**config.mk**
```make
export PLATFORM = sky130hd
export DESIGN_NAME = multi_edge_detector
export DESIGN_NICKNAME = d
export VERILOG_FILES = /design/src/rtl/multi_edge_detector.sv
export SDC_FILE = /design/constraint.sdc
export NUM_CORES = 1
export LEC_CHECK = 0
export BUFFER_PORTS_ARGS = -buffer_cell sky130_fd_sc_hd__buf_4
export CORE_UTILIZATION = 41
export DETAILED_ROUTE_END_ITERATION = 16
export PLACE_DENSITY = 0.75
export SLEW_MARGIN = 20
export SYNTH_ARGS = -nofsm -noshare
export SYNTH_HDL_FRONTEND = slang
export SYNTH_SLANG_ARGS = --single-unit
```
**constraint.sdc**
```tcl
create_clock -name clk -period 1.85 [get_ports clk]
set_input_delay 0 -clock clk [delete_from_list [all_inputs] [get_ports clk]]
set_output_delay 0 -clock clk [all_outputs]
set_load 0.05 [all_outputs]
```
**src/rtl/multi_edge_detector.sv**
```systemverilog
// Multi-channel edge detector: per-channel synchronizer, debounce filter,
// rise/fall pulse generation with per-channel enables, and sticky event flags.
module multi_edge_detector #(
   parameter int NCH         = 8,
   parameter int SYNC_STAGES = 2,
   parameter int DEB_W       = 4
) (
   input  logic                 clk,
   input  logic                 rst_n,
   input  logic [NCH-1:0]       sig_in,
   input  logic [DEB_W-1:0]     deb_len,
   input  logic [2*NCH-1:0]     mode,
   input  logic [NCH-1:0]       flag_clr,
   output logic [NCH-1:0]       rise_pulse,
   output logic [NCH-1:0]       fall_pulse,
   output logic [NCH-1:0]       event_flag,
   output logic                 irq
);

   genvar ch;
   generate
      for (ch = 0; ch < NCH; ch++) begin : gen_ch
         logic [SYNC_STAGES-1:0] sync_q;
         logic                   sync_bit;
         logic                   filt_q;
         logic [DEB_W-1:0]       cnt_q;
         logic                   mism;
         logic                   accept;
         logic                   rise_set;
         logic                   fall_set;
         logic                   rise_q;
         logic                   fall_q;
         logic                   flag_q;

         assign sync_bit = sync_q[SYNC_STAGES-1];
         assign mism     = sync_bit ^ filt_q;
         // A lowered deb_len below an in-progress count accepts at once
         assign accept   = mism && (cnt_q >= deb_len);
         assign rise_set = accept &  sync_bit & mode[2*ch];
         assign fall_set = accept & ~sync_bit & mode[2*ch+1];

         always_ff @(posedge clk or negedge rst_n) begin
            if (!rst_n) begin
               sync_q <= '0;
               filt_q <= 1'b0;
               cnt_q  <= '0;
               rise_q <= 1'b0;
               fall_q <= 1'b0;
               flag_q <= 1'b0;
            end else begin
               sync_q <= {sync_q[SYNC_STAGES-2:0], sig_in[ch]};
               if (!mism) begin
                  cnt_q <= '0;
               end else if (accept) begin
                  filt_q <= sync_bit;
                  cnt_q  <= '0;
               end else begin
                  cnt_q <= cnt_q + 1'b1;
               end
               rise_q <= rise_set;
               fall_q <= fall_set;
               // Set has priority over a coincident clear
               flag_q <= rise_set | fall_set | (flag_q & ~flag_clr[ch]);
            end
         end

         assign rise_pulse[ch] = rise_q;
         assign fall_pulse[ch] = fall_q;
         assign event_flag[ch] = flag_q;
      end
   endgenerate

   assign irq = |event_flag;

endmodule
```
==> Word-level counts from Yosys, hierarchy flattened <==
Cells that the tools add are included.
{ "word_totals": {"ff_bits": 80, "elab_cells": 177, "in_bits": 38} }
{ "classes": {"order_cmp": 8, "muxes": 16, "reduce_logical": 17, "bitwise_logic": 80, "n_addsub": 8} }
{ "ops": {"columns": ["cell", "count"], "rows": [
  ["2-to-1 mux 4 bit", 16],
  ["bitwise AND 1 bit", 40],
  ["adder 4 x 1 -> 4 bit, second input constant", 8],
  ["greater-or-equal comparator 4 bit", 8],
  ["inverter 1 bit", 16],
  ["OR 1 bit", 16],
  ["AND reduction 2 bit", 8],
  ["logical AND 1 bit", 8],
  ["OR reduction 8 bit", 1],
  ["bitwise XOR 1 bit", 8]
]} }

==> Longest topological paths before layout <==
{ "depth": {"depth_word": 6, "ltp_mapped": 6, "depth_no_buf": 6} }

==> Least setup slack after synthesis <==
Ideal clock, no wire load.
{ "synth_timing": {"kind": "register to register", "from": "reg gen_ch[4].cnt_q[0]", "to": "reg gen_ch[4].filt_q", "t_arrival_ps": 1612, "slack_ps": 113, "required_time_ps": 1725, "stages_incl_launch_ff": 7, "synth_period_minus_slack_ps": 1737, "setup_time_ps": 125, "path_cell_list": "dfrtp_1 inv_1 ha_1 nand2b_4 a2111oi_4 or2_4 mux2_4"} }
{ "synth_via": {"elab_chain_cells": 3} }
{ "synth_rtl": {"columns": ["element", "line_no", "source"], "rows": [
  ["from (decl)", "26", "logic [DEB_W-1:0] cnt_q;"],
  ["from (signal assigned)", "58", "cnt_q <= cnt_q + 1'b1;"],
  ["greater-or-equal comparator 4 bit", "38", "assign accept = mism && (cnt_q >= deb_len);"],
  ["logical AND 1 bit", "38", null],
  ["AND reduction 2 bit (no line)", null, null],
  ["to (signal assigned)", "55", "filt_q <= sync_bit;"],
  ["to (decl)", "25", "logic filt_q;"]
]} }
No other way between the ends.
A chain may end at the register's enable or synchronous reset.

==> Final worst setup path <==
Same ends and word-level chain as after synthesis.

==> qor.yml <==
fin_ws_ps: 80.8
synthFlopType: "dfrtp_1"
route.vias.total: 2691
synthXorXnorAreaFrac_pct: 5.20
timing.hold.worst.class: "in -> async"
synth_area_leader_cell: "dfrtp_1"
grt_remaining_overflow: 0
synth-simple-area-share_pct: 13.2
drive_above_1_share_pct: 24.9
start_util_pct: 43.1
rsz0062_at_grt: "no"
most_used_standard_cell_by_instance_count_after_synthesis: "dfrtp_1"
power_per_standard_cell_area_nw_per_um2: 1150
wirelength_mm: 7.13
post_synth_num_cell_types: 23
placement_rows: 35
hold_viol_final: 0
antenna_cells: 0
finClkSkew_ps: 8.12
ys_top_cells_by_area: "dfrtp_1 (50%), ha_1 (12%), a2111oi_4 (5.5%)"
floorplan.die.width_um: 101
final.period_utilization_pct: 95.6
syn_nets: 426
cp_delay_by_family_top: "compound AO/OA/AOI/OAI gates"
worst-endpoint-arrival_ps: 2010
avgSynthCellArea_um2: 11.6
floorplan.io_pins: 63
number_of_synthesized_register_bits: 80
synthDominantCellAreaShare_pct: 49.6
max_slew_margin_pct: 71.1
avgRoutedWirePerCell_um: 12.5
area_post_placement_um2: 4540
tns_ps: 0
grt_antenna_before_repair: 0
design_area_um2: 5100
grt.total_usage_pct: 15.2
total_power_mw: 5.87
tritoncts.num_buffers: 9
layout-area-overhead-vs-synth_pct: 26.3
synth-edff-count: 0
pre_cts_slack_ps: 50.4
syn_inst: 348
asyncSetResetFlopFracSynth_pct: 100
place.detailed.hpwl_mm: 4.93
htreeDepth: 3
clk_path_buf_depth: 2
cts.sinks: 80
synth_top_family_by_area: "simple AND/OR/NAND/NOR gates"
drt.antenna.violating_nets: 0
synth.mux.area_fraction_pct: 0.372
critical_path.max_stage_delay_ps: 370
post_synth_instance_area_um2: 4040
insertion_delay_ps: 350
place.detailed.instances: 520
ys.warnings.count: 0
clk_pin_slew_ps: 80
worst_setup_path_end_kind: "register"
outcome: "finished, final reports clean"
synth-seq-area-share_pct: 49.6
grt_pass1_vias: 2799
drc_errors: 0
grt.met1_usage_pct: 16.9
vias_per_cell: 4.71
maximum_number_of_pins_on_one_net_before_global_route_repair: 48
maximum_capacitance_violations: 0
cts_tree: "built"
setup_viol: 0
die_h_um: 101
critical_path.slowest_cell: "a2111oi_4"
placeableCoreArea_um2: 9370
vdd_ir_drop_max_v: 0.000993
gp_congestion: 0.743
design.die.area_um2: 10300
clock.fmax_ghz: 0.565
synthTopCellsByCount: "dfrtp_1 (80), ha_1 (40), nor2_1 (39), inv_1 (26), buf_4 (24)"
use_met2_pct: 27.7
p_leak_nw: 2.50
worst-setup-path-type: "reg -> reg"
layoutNonFillerInstCount: 571
final_net_count: 515
drt_iter0_drc: 29
worstPathMaxFanout: 3
global_route_wire_length_before_repair_mm: 12.0
worst-slew-pin-transition_ps: 433
drt-pass1-iter-count: 4
final_period_minus_worst_setup_slack_ps: 1770
data_required_time_of_the_worst_path_ps: 2090
layer_with_the_highest_usage: "met2"
io_buffer_count: 62
clock-root-buffer: "clkbuf_8"
synth_compound_area_share_pct: 12.4
synth_fa_ha_area_share_pct: 12.4
crit_chain: "inv_1 > ha_1 > nand2b_4 > a2111oi_4 > or2_4 > mux2_4"
final_max_slew_viol_count: 0
critical_path.startpoint_type: "register"
met3_usage_pct: 3.38
cp_num_buf_inv: 1
[power by group]
part / internal [mW] / leakage (nW) / switching [mW]
sequential: 2.06 / 1.05 / 0.316
combinational: 1.03 / 1.34 / 1.04
clock: 0.795 / 0.106 / 0.626
total: 3.89 / 2.50 / 1.98
[layout make-up]
class                   instances  area, µm²
inverters                      26       97.6
flip-flops and latches         80       2000
repair buffers                102        861
clock inverters                 5       80.1
clock buffers                  11        141
multi-input cells             218       1760
fillers                       844       4270
well taps                     129        161
[worst paths after layout]
path                                      from                   to  slack, ps  depth (start not counted)
hold / removal                           rst_n     gen_ch[5].flag_q        120                          2
min in group clk                     sig_in[7]  gen_ch[7].sync_q[0]        300                          2
setup reg to reg            gen_ch[4].cnt_q[0]     gen_ch[4].filt_q         80                          6
setup / recovery            gen_ch[4].cnt_q[0]     gen_ch[4].filt_q         80                          6
max in group asynchronous                rst_n  gen_ch[2].sync_q[1]       1130                          3
hold reg to reg            gen_ch[2].sync_q[0]  gen_ch[2].sync_q[1]        350                          0
[sequential cells by signal, indices dropped and copies added, names as in the netlist]
| signal | flops |
|---|---|
| gen_ch.cnt_q | 32 |
| gen_ch.sync_q | 16 |
| gen_ch.rise_q | 8 |
| gen_ch.filt_q | 8 |
| gen_ch.flag_q | 8 |
| gen_ch.fall_q | 8 |
[per-layer routing]
layer  part of all wire [%]  up-vias  routed length (µm)
li1                       -     1344                   -
met1                     44     1271                3160
met2                     50       63                3590
met3                    3.5       13                 246
met4                    1.8        0                 128
met5                      0        -                   0
[cell usage in the layout, fill, tap and decap left out, types with 2 or more instances in the layout]
cell           instances
a2111oi_4              8
and3_1                 7
buf_4                 68
bufinv_16              2
clkbuf_8              10
clkinvlp_4             2
dfrtp_1               80
dlygate4sd3_1         33
ha_1                  40
inv_1                 26
nand2_1               10
nand2b_4               8
nand3_1               15
nor2_1                39
nor3_1                 9
nor4_1                 2
o21a_1                15
o21ai_0               20
o21ai_1                2
o22ai_1                8
or2_2                  6
or2_4                  2
xnor2_1                8
xor2_1                16
[metrics by stage]
| stage | util (%) | hold WS [ps] |
|---|---|---|
| final | 54.5 | 120 |
| after global routing | 54.5 | 149 |
| after CTS | 54.3 | 121 |
| after detailed placement | 48.4 | -24.2 |
| after global placement | 48.4 | -29.5 |
| after floorplan | - | -296 |
[what timing repair did]
action	in CTS	in global routing
hold buffers	33	0
gates resized for setup	0	1
hold endpoints to repair	104	0
setup buffers	0	2
setup endpoints to repair	0	2
[cells by family after synthesis]
group                      after synthesis
adders and majority gates               40
buffers and inverters                   50
AOI/OAI and AO/OA                       54
muxes                                    1
DFF                                     80
and+or+nand+nor                         99
xor gates and xnor gates                24
Power figures use the tool's default switching activity.
